## config.mk

```make
export PLATFORM = sky130hd
export DESIGN_NAME = vga_draw_arbiter_flat
export DESIGN_NICKNAME = d
export VERILOG_FILES = /design/src/rtl/vga_draw_arbiter_if.sv /design/src/rtl/vga_draw_arbiter.sv /design/src/flat_wrapper.sv
export SDC_FILE = /design/constraint.sdc
export NUM_CORES = 1
export LEC_CHECK = 0
export BUFFER_PORTS_ARGS = -buffer_cell sky130_fd_sc_hd__buf_2
export CAP_MARGIN = 10
export CELL_PAD_IN_SITES_DETAIL_PLACEMENT = 0
export CELL_PAD_IN_SITES_GLOBAL_PLACEMENT = 2
export CORE_ASPECT_RATIO = 1.4
export CORE_MARGIN = 2
export CORE_UTILIZATION = 26
export DETAILED_ROUTE_END_ITERATION = 6
export GPL_ROUTABILITY_DRIVEN = 1
export PLACE_DENSITY_LB_ADDON = 0.15
export REMOVE_ABC_BUFFERS = 1
export SLEW_MARGIN = 15
export SYNTH_ARGS = -nofsm -noshare
export SYNTH_HDL_FRONTEND = slang
export SYNTH_SLANG_ARGS = --single-unit
```

## constraint.sdc

```tcl
create_clock -name clock -period 3.5 [get_ports clock]
set_clock_uncertainty 0.2 [all_clocks]
set_input_delay 0.7 -clock clock [delete_from_list [all_inputs] [get_ports clock]]
set_output_delay 0.7 -clock clock [all_outputs]
set_load 0.01 [all_outputs]
```

## src/rtl/vga_draw_arbiter_if.sv

```systemverilog
// Bus bundle between drawing clients and the VGA draw arbiter.
// master: the client/testbench side; slave: the arbiter side.
interface vga_draw_arbiter_if #(
    parameter int NUM_CLIENTS = 3,
    parameter int X_W         = 9,
    parameter int Y_W         = 8,
    parameter int COLOR_W     = 3
);
    logic [NUM_CLIENTS-1:0]         req;
    logic [NUM_CLIENTS-1:0]         done;
    logic [NUM_CLIENTS-1:0]         plot_in;
    logic [NUM_CLIENTS*X_W-1:0]     x_in;
    logic [NUM_CLIENTS*Y_W-1:0]     y_in;
    logic [NUM_CLIENTS*COLOR_W-1:0] color_in;
    logic [NUM_CLIENTS-1:0]         grant;
    logic                           plot;
    logic [X_W-1:0]                 X;
    logic [Y_W-1:0]                 Y;
    logic [COLOR_W-1:0]             color;
    logic                           busy;
    logic                           timeout;

    modport master (
        output req, done, plot_in, x_in, y_in, color_in,
        input  grant, plot, X, Y, color, busy, timeout
    );

    modport slave (
        input  req, done, plot_in, x_in, y_in, color_in,
        output grant, plot, X, Y, color, busy, timeout
    );
endinterface

```

## src/rtl/vga_draw_arbiter.sv

```systemverilog
// VGA draw arbiter: round-robin ownership of a single VGA adapter write port
// among NUM_CLIENTS drawing clients, with registered, clipped pixel writes.
// Optional feature: define ARB_WATCHDOG_EN to add an ownership watchdog that
// revokes a grant after WDT_CYCLES owned cycles without an owner pixel write.
module vga_draw_arbiter #(
    parameter int NUM_CLIENTS = 3,
    parameter int X_W         = 9,
    parameter int Y_W         = 8,
    parameter int COLOR_W     = 3,
    parameter int X_MAX       = 320,
    parameter int Y_MAX       = 240,
    parameter int WDT_CYCLES  = 1024
) (
    input  logic                clock,
    input  logic                reset,
    vga_draw_arbiter_if.slave   bus
);
    localparam int IDX_W = $clog2(NUM_CLIENTS);
    localparam logic [X_W:0] X_LIM = (X_W+1)'(X_MAX);
    localparam logic [Y_W:0] Y_LIM = (Y_W+1)'(Y_MAX);
    localparam logic [NUM_CLIENTS-1:0] ONE_HOT0 = {{(NUM_CLIENTS-1){1'b0}}, 1'b1};

    typedef enum logic [0:0] {
        ST_IDLE  = 1'b0,
        ST_OWNED = 1'b1
    } state_t;

    state_t                 state_r, state_s;
    logic [IDX_W-1:0]       owner_r, owner_s;
    logic [IDX_W-1:0]       last_r, last_s;
    logic [NUM_CLIENTS-1:0] grant_r, grant_s;
    logic                   busy_r, busy_s;
    logic                   timeout_r, timeout_s;
    logic                   plot_r, plot_s;
    logic [X_W-1:0]         x_r, x_s;
    logic [Y_W-1:0]         y_r, y_s;
    logic [COLOR_W-1:0]     color_r, color_s;

    logic [IDX_W-1:0]       winner_s;
    logic                   win_found_s;
    logic                   release_s;
    logic                   owner_plot_s;
    logic                   wdt_expire_s;
    logic [X_W-1:0]         own_x_s;
    logic [Y_W-1:0]         own_y_s;
    logic [COLOR_W-1:0]     own_color_s;

    // The owner gives up the port when it signals done or drops its request.
    assign release_s    = bus.done[owner_r] | ~bus.req[owner_r];
    assign owner_plot_s = bus.plot_in[owner_r];
    assign own_x_s      = bus.x_in[owner_r*X_W +: X_W];
    assign own_y_s      = bus.y_in[owner_r*Y_W +: Y_W];
    assign own_color_s  = bus.color_in[owner_r*COLOR_W +: COLOR_W];

    // Round-robin search: first requester starting just after the last owner.
    always_comb begin
        int idx;
        idx         = 0;
        winner_s    = last_r;
        win_found_s = 1'b0;
        for (int k = 1; k <= NUM_CLIENTS; k++) begin
            idx = (int'(last_r) + k) % NUM_CLIENTS;
            if (!win_found_s && bus.req[idx]) begin
                win_found_s = 1'b1;
                winner_s    = IDX_W'(idx);
            end else begin
                win_found_s = win_found_s;
            end
        end
    end

`ifdef ARB_WATCHDOG_EN
    localparam int WDT_W = $clog2(WDT_CYCLES + 1);
    localparam logic [WDT_W-1:0] WDT_LAST = WDT_W'(WDT_CYCLES - 1);

    logic [WDT_W-1:0] wdt_cnt_r, wdt_cnt_s;

    // Watchdog: restart on every owner pixel write, expire after WDT_CYCLES quiet owned cycles.
    always_comb begin
        wdt_cnt_s    = wdt_cnt_r;
        wdt_expire_s = 1'b0;
        if (state_r == ST_OWNED) begin
            if (owner_plot_s) begin
                wdt_cnt_s = '0;
            end else if (wdt_cnt_r == WDT_LAST) begin
                wdt_expire_s = 1'b1;
                wdt_cnt_s    = '0;
            end else begin
                wdt_cnt_s = wdt_cnt_r + WDT_W'(1);
            end
        end else begin
            // Held at zero while idle so every fresh grant starts counting from zero.
            wdt_cnt_s = '0;
        end
    end

    // Watchdog counter register.
    always_ff @(posedge clock) begin
        if (reset) begin
            wdt_cnt_r <= '0;
        end else begin
            wdt_cnt_r <= wdt_cnt_s;
        end
    end
`else
    assign wdt_expire_s = 1'b0;
`endif

    // Ownership FSM next-state: IDLE -> OWNED on a winner, OWNED -> IDLE on release or expiry.
    always_comb begin
        state_s   = state_r;
        owner_s   = owner_r;
        last_s    = last_r;
        grant_s   = grant_r;
        timeout_s = 1'b0;
        case (state_r)
            ST_IDLE: begin
                if (win_found_s) begin
                    state_s = ST_OWNED;
                    owner_s = winner_s;
                    grant_s = ONE_HOT0 << winner_s;
                end else begin
                    grant_s = '0;
                end
            end
            ST_OWNED: begin
                if (release_s) begin
                    state_s = ST_IDLE;
                    last_s  = owner_r;
                    grant_s = '0;
                end else if (wdt_expire_s) begin
                    state_s   = ST_IDLE;
                    last_s    = owner_r;
                    grant_s   = '0;
                    timeout_s = 1'b1;
                end else begin
                    grant_s = grant_r;
                end
            end
            default: begin
                state_s = ST_IDLE;
                grant_s = '0;
            end
        endcase
        busy_s = |grant_s;
    end

    // Pixel path: follow the owner's inputs while owned, clip off-screen writes, hold when idle.
    always_comb begin
        if (state_r == ST_OWNED) begin
            x_s     = own_x_s;
            y_s     = own_y_s;
            color_s = own_color_s;
            plot_s  = owner_plot_s && ({1'b0, own_x_s} < X_LIM) && ({1'b0, own_y_s} < Y_LIM);
        end else begin
            x_s     = x_r;
            y_s     = y_r;
            color_s = color_r;
            plot_s  = 1'b0;
        end
    end

    // State and output registers; last starts at the top index so client 0 wins first.
    always_ff @(posedge clock) begin
        if (reset) begin
            state_r   <= ST_IDLE;
            owner_r   <= '0;
            last_r    <= IDX_W'(NUM_CLIENTS - 1);
            grant_r   <= '0;
            busy_r    <= 1'b0;
            timeout_r <= 1'b0;
            plot_r    <= 1'b0;
            x_r       <= '0;
            y_r       <= '0;
            color_r   <= '0;
        end else begin
            state_r   <= state_s;
            owner_r   <= owner_s;
            last_r    <= last_s;
            grant_r   <= grant_s;
            busy_r    <= busy_s;
            timeout_r <= timeout_s;
            plot_r    <= plot_s;
            x_r       <= x_s;
            y_r       <= y_s;
            color_r   <= color_s;
        end
    end

    assign bus.grant   = grant_r;
    assign bus.busy    = busy_r;
    assign bus.timeout = timeout_r;
    assign bus.plot    = plot_r;
    assign bus.X       = x_r;
    assign bus.Y       = y_r;
    assign bus.color   = color_r;
endmodule

```

## src/flat_wrapper.sv

```systemverilog
// flat-port wrapper written by rule: the top's interface ports become plain ports
module vga_draw_arbiter_flat 
#(
    parameter int NUM_CLIENTS = 3,
    parameter int X_W         = 9,
    parameter int Y_W         = 8,
    parameter int COLOR_W     = 3,
    parameter int X_MAX       = 320,
    parameter int Y_MAX       = 240,
    parameter int WDT_CYCLES  = 1024
)
  (clock, reset, bus_req, bus_done, bus_plot_in, bus_x_in, bus_y_in, bus_color_in, bus_grant, bus_plot, bus_X, bus_Y, bus_color, bus_busy, bus_timeout);
  vga_draw_arbiter_if #(.NUM_CLIENTS(NUM_CLIENTS), .X_W(X_W), .Y_W(Y_W), .COLOR_W(COLOR_W)) bus_i ();
  input  logic clock;
  input  logic reset;
  input wire logic [$bits(bus_i.req)-1:0] bus_req;
  input wire logic [$bits(bus_i.done)-1:0] bus_done;
  input wire logic [$bits(bus_i.plot_in)-1:0] bus_plot_in;
  input wire logic [$bits(bus_i.x_in)-1:0] bus_x_in;
  input wire logic [$bits(bus_i.y_in)-1:0] bus_y_in;
  input wire logic [$bits(bus_i.color_in)-1:0] bus_color_in;
  output wire logic [$bits(bus_i.grant)-1:0] bus_grant;
  output wire logic [$bits(bus_i.plot)-1:0] bus_plot;
  output wire logic [$bits(bus_i.X)-1:0] bus_X;
  output wire logic [$bits(bus_i.Y)-1:0] bus_Y;
  output wire logic [$bits(bus_i.color)-1:0] bus_color;
  output wire logic [$bits(bus_i.busy)-1:0] bus_busy;
  output wire logic [$bits(bus_i.timeout)-1:0] bus_timeout;
  assign bus_i.req = bus_req;
  assign bus_i.done = bus_done;
  assign bus_i.plot_in = bus_plot_in;
  assign bus_i.x_in = bus_x_in;
  assign bus_i.y_in = bus_y_in;
  assign bus_i.color_in = bus_color_in;
  assign bus_grant = bus_i.grant;
  assign bus_plot = bus_i.plot;
  assign bus_X = bus_i.X;
  assign bus_Y = bus_i.Y;
  assign bus_color = bus_i.color;
  assign bus_busy = bus_i.busy;
  assign bus_timeout = bus_i.timeout;
  vga_draw_arbiter #(.NUM_CLIENTS(NUM_CLIENTS), .X_W(X_W), .Y_W(Y_W), .COLOR_W(COLOR_W), .X_MAX(X_MAX), .Y_MAX(Y_MAX), .WDT_CYCLES(WDT_CYCLES)) u_core (.clock(clock), .reset(reset), .bus(bus_i));
endmodule
```

==> results.txt, run 1 <==
Slew @ Worst Pin: 697 ps
First-pass GRT wire length: 8900 um
Top FF cell, synth: dfxtp_1
Req. time, crit path: 3520 ps
Starting Density: 26.7%
Fmax: 407 MHz
GP Congestion: 0.785
Total power: 1280 uW
Setup TNS: 0 ps
Hold Path Class: reg -> reg
CTS root buffer: clkbuf_8
Initial antenna violation count: 0
Maximum VDD drop: 0.189 mV
Max FO, Critical Path: 11
Area delta synth->final: 33.8%
Die area: 7830 um^2
Clock Pin Slew Worst Setup and Hold Paths: 70 ps
Ant. Diodes: 0
Congestion Overflow GR: 0
Die Ht: 104 um
Sequential-to-total area share from yosys stat: 32.4%
Via/cell ratio: 4.74
Commonest non-fill, non-tap cells in the layout: buf_2 (95), nor2_1 (47), dfxtp_1 (30)
Antenna-violating nets left: 0
Clock power share: 22.8%
I/O Pins: 97
CTS H-tree depth: 2
Synth cell types: 47
Setup Viol. Count Final: 0
Std cell rows: 36
Vias in the first global route: 1850
Post-DR wirelength/cell: 13.8 um
Max-slew violations: 0
Yosys reg bits: 30
Cts hold-fix bufs: 0
Via count: 1958
Status: completed
Fin crit share: 70.1%
Share of layout cells above drive strength 1: 36.5%
Unrepaired setup endpoints after global routing: false
EDFF count, synth: 0
Internal Pwr Total: 793 uW
Critical path capture point type: flop
Remaining DRCs: 0
Final wirelength: 5720 um
Maxcap violations: 0
Startpoint types: flop
Layout Utilization: 35.8%
Nets: 392
Crit path DAT: 2480 ps
Crit Path Category: reg -> reg
FILL cells: 790
Initial DRT Pass Iterations: 4
Cells after Synth: 231
Sw Ratio: 37.9%
Sequential Power Share: 35.2%
Min Tclk post-route: 2450 ps
Multi-input gate area: 1140 um^2
Final HPWL DP: 4280 um
Clk sinks: 30
Reg area: 601 um^2
TritonCTS buffer count: 5
CTS tree: yes
Initial drt markers: 74
GRT Overall Usage: 14.6%
Core footprint: 6940 um^2
Post-CTS sizing: 0
Warnings, synthesis: 0
Max clock buf depth: 2
Final hold vios: 0
Clk Latency, worst-skew pair: 280 ps
Pin count of the biggest net entering global routing: 47
# Post-CTS Setup Buffers: 0
Post-Syn Area: 1850 um^2
Port bufs: 95
Comb power frac: 42.0%
Avg Cell Area, Syn: 8.02 um^2
Leakage: 0.00112 uW
PwrDens: 515 nW/um^2
NetSw: 483 uW
Max-slew headroom: 53.4%
Die extent in x: 75.4 um
Commonest non-fill, non-tap cell in the layout: buf_2
Async SR Flop Fraction: 0%
per-stage QoR:
step,area [um^2],std cells,worst slack (ps),hold slack (ps)
CTS,2480,413,1050,280
detailed placement,2380,405,1080,269
global placement,2380,405,1150,270
finish,2480,413,1050,275
global route,2480,413,798,305
floorplan,1760,211,1120,284
registers in the layout (all words and copies together), names as in the netlist:
register	count
u_core.last_r	2
u_core.owner_r	2
u_core.bus.busy	1
u_core.bus.grant	3
u_core.bus.Y	8
u_core.state_r	1
u_core.bus.plot	1
u_core.bus.X	9
u_core.bus.color	3
layout make-up:
type / count / area share, %
multi-input cells: 175 / 45.9
inverters: 6 / 0.908
well taps: 95 / 4.79
clock inverters: 2 / 0.505
clock buffers: 6 / 3.33
flip-flops and latches: 30 / 24.2
repair buffers: 99 / 20.4
path summary, 6_finish.rpt:
| path | startpoint | end | slack, ps | depth (start not counted) |
|---|---|---|---|---|
| max | u_core.last_r[0] | u_core.bus.grant[1] | 1050 | 7 |
| max reg2reg | u_core.last_r[0] | u_core.bus.grant[1] | 1050 | 7 |
| min reg2reg | u_core.bus.grant[2] | u_core.bus.grant[2] | 280 | 2 |
| min | u_core.bus.grant[2] | u_core.bus.grant[2] | 280 | 2 |
cell usage after synthesis (2+ instances only):
cell | count | area [um^2]
o21ai_0 | 6 | 30.0
a211oi_1 | 21 | 158
buf_4 | 2 | 15.0
buf_2 | 4 | 20.0
nor4_1 | 3 | 18.8
nand3_1 | 3 | 15.0
o21ai_1 | 2 | 10.0
nand2_1 | 6 | 22.5
a22oi_1 | 2 | 15.0
nor2b_1 | 3 | 18.8
ha_1 | 4 | 50.1
a21oi_1 | 24 | 120
nor3_1 | 2 | 10.0
nor2_1 | 47 | 176
mux2i_1 | 23 | 230
clkbuf_1 | 12 | 45.0
dfxtp_1 | 30 | 601
and2_1 | 2 | 12.5
o31ai_1 | 2 | 15.0
inv_1 | 6 | 22.5
worst max-delay path: stages, from the launching register on:
cell      delay, ps
dfxtp_1         410
inv_1            90
ha_1            440
a21o_1          230
a221oi_2        280
o21ai_0         180
a211oi_1        340
a32o_1          200
kinds of logic after synthesis:
group / after synthesis / share of synthesized area (%)
simple gates: 74 / 18.7
other cells: 1 / 0.202
compound gates: 73 / 27.2
mux: 23 / 12.4
flops: 30 / 32.4
fa+ha+maj: 4 / 2.70
buf+inv: 26 / 6.35
power by group through the flow:
stage / clock, uW / combinational (uW) / sequential, uW
2_1_floorplan: 0 / 283 / 514
3_3_place_gp: 0 / 549 / 455
3_5_place_dp: 0 / 548 / 457
4_1_cts: 304 / 549 / 450
5_1_grt: 315 / 603 / 458
6_report: 291 / 536 / 449
routing by layer:
| layer | track usage [%] | share of wire [%] | up-vias | wire length, um |
|---|---|---|---|---|
| li1 | - | - | 1006 | - |
| met1 | 16.5 | 40 | 877 | 2290 |
| met2 | 26.4 | 53 | 68 | 3000 |
| met3 | 2.33 | 5.8 | 7 | 334 |
| met4 | 4.89 | 1.6 | 0 | 93 |
| met5 | 0 | 0 | - | 0 |
Note: power is estimated with default switching activity, not from simulation.
==> inputs of run 2 (changes only) <==
Settings changed: CORE_UTILIZATION 26 to 21.
Clock period 3.5 ns to 2.14 ns, I/O delays scaled along.
==> results.txt, run 2 (same netlist as run 1, synthesis figures left out) <==
Vias in the first global route: 1975
Sequential Power Share: 30.0%
Std cell rows: 40
Initial antenna violation count: 0
Final wirelength: 6250 um
Clock Pin Slew Worst Setup and Hold Paths: 50 ps
Min Tclk post-route: 2120 ps
Starting Density: 21.7%
PwrDens: 879 nW/um^2
First-pass GRT wire length: 10000 um
I/O Pins: 97
Setup Viol. Count Final: 0
Critical path capture point type: flop
Slew @ Worst Pin: 585 ps
TritonCTS buffer count: 5
CTS root buffer: clkbuf_16
Port bufs: 95
Via count: 2005
Multi-input gate area: 1250 um^2
Worst path slowest cell: or3_4
Area delta synth->final: 50.9%
Die Ht: 115 um
FILL cells: 929
Crit path DAT: 2080 ps
Clk sinks: 30
Clock power share: 28.4%
Antenna-violating nets left: 0
Reg area: 611 um^2
Ant. Diodes: 0
Max FFs per register: 9
CTS tree: yes
Congestion Overflow GR: 0
Maximum VDD drop: 0.323 mV
Maxcap violations: 0
Max clock buf depth: 2
Final hold vios: 0
Max-slew violations: 0
Unrepaired setup endpoints after global routing: true
Remaining DRCs: 0
Initial DRT Pass Iterations: 4
Max-slew headroom: 60.6%
Via/cell ratio: 4.59
Post-DR wirelength/cell: 14.3 um
GP Congestion: 0.849
Clk Latency, worst-skew pair: 270 ps
Initial drt markers: 45
Leakage: 0.00124 uW
Req. time, crit path: 2100 ps
Layout Utilization: 32.7%
Cts hold-fix bufs: 0
Die area: 9600 um^2
Final HPWL DP: 4870 um
Comb power frac: 41.6%
CTS H-tree depth: 2
Crit-path cells: buf_6 > ha_4 > mux2i_4 > o211ai_1 > a22oi_2 > or3_4 > a32o_1
Nets: 406
Fmax: 471 MHz
Crit Path Category: reg -> reg
Internal Pwr Total: 1590 uW
Commonest non-fill, non-tap cell in the layout: buf_2
Commonest non-fill, non-tap cells in the layout: buf_2 (95), nor2_1 (47), dfxtp_1 (26)
Max FO, Critical Path: 5
Setup TNS: 0 ps
Core footprint: 8560 um^2
Fin crit share: 99.3%
Status: completed
Startpoint types: flop
Largest stage delay, worst path: 410 ps
NetSw: 865 uW
GRT Overall Usage: 13.2%
Sw Ratio: 35.2%
Hold Path Class: in -> reg
Pin count of the biggest net entering global routing: 47
Share of layout cells above drive strength 1: 43.7%
Die extent in x: 83.4 um
## run 2: cell count changes in the layout (fill, tap and decap cells not counted), moves of 2 or more
cell	change
clkbuf_8	-5
dfxtp_1	-4
clkbuf_16	+5
inv_1	-2
ha_1	-3
buf_4	+11
ha_4	+3
dfxtp_4	+2
buf_6	+2
dfxtp_2	+2
inv_2	+2
## run 2: path summary, 6_finish.rpt
kind / startpoint / end / cells after the start / slack, ps
worst max register to register: u_core.last_r[0] / u_core.bus.grant[1] / 7 / 20
worst min register to register: u_core.bus.grant[2] / u_core.bus.grant[2] / 2 / 270
worst min-delay path: reset / u_core.bus.Y[3] / 2 / 240
worst max-delay path: u_core.last_r[0] / u_core.bus.grant[1] / 7 / 20
## run 2: layout make-up
cell class	count	area share (%)
clock inverters	1	0.179
repair buffers	113	22.6
clock buffers	7	5.10
multi-input cells	175	44.8
flip-flops and latches	30	21.8
well taps	105	4.70
inverters	6	0.805
## run 2: repair_timing
item	4_1_cts	5_1_grt
gates resized for setup	17	13
setup endpoints to repair	6	6
pin swaps	8	10
endpoints found under the hold margin	0	0
buffers inserted	3	0
## run 2: layer usage
layer / up-vias / global-route usage, % / wire length [um]
li1: 1038 / - / -
met1: 893 / 14.9 / 2430
met2: 65 / 24.1 / 3320
met3: 9 / 3.16 / 369
met4: 0 / 5.14 / 119
met5: - / 0 / 0
## run 2: power by group through the flow
| stage | clock network [uW] | logic, uW | registers (uW) |
|---|---|---|---|
| floorplan | 0 | 463 | 841 |
| global placement | 0 | 962 | 748 |
| detailed placement | 0 | 965 | 749 |
| CTS | 723 | 1010 | 740 |
| global route | 749 | 1150 | 754 |
| finish | 698 | 1020 | 738 |
## run 2: through the flow
step / std cells / power [uW] / area (um^2) / hold WS (ps) / worst slack [ps]
after floorplan: 211 / 1300 / 1760 / 284 / -240
after global placement: 427 / 1710 / 2500 / 269 / -118
after detailed placement: 427 / 1710 / 2500 / 272 / -161
after CTS: 438 / 2470 / 2740 / 238 / 0.904
after global routing: 437 / 2650 / 2800 / 248 / -58.2
final: 437 / 2460 / 2800 / 242 / 15.5
## run 2: critical path: cells and delay by family, from the launching register on
kind,cells,cell delay (ps)
AO/OA/AOI/OAI,3,580
AND/OR/NAND/NOR,1,410
flip-flops,1,350
multiplexers,1,200
adder cells (fa/ha/maj),1,170
buffers and inverters,1,110
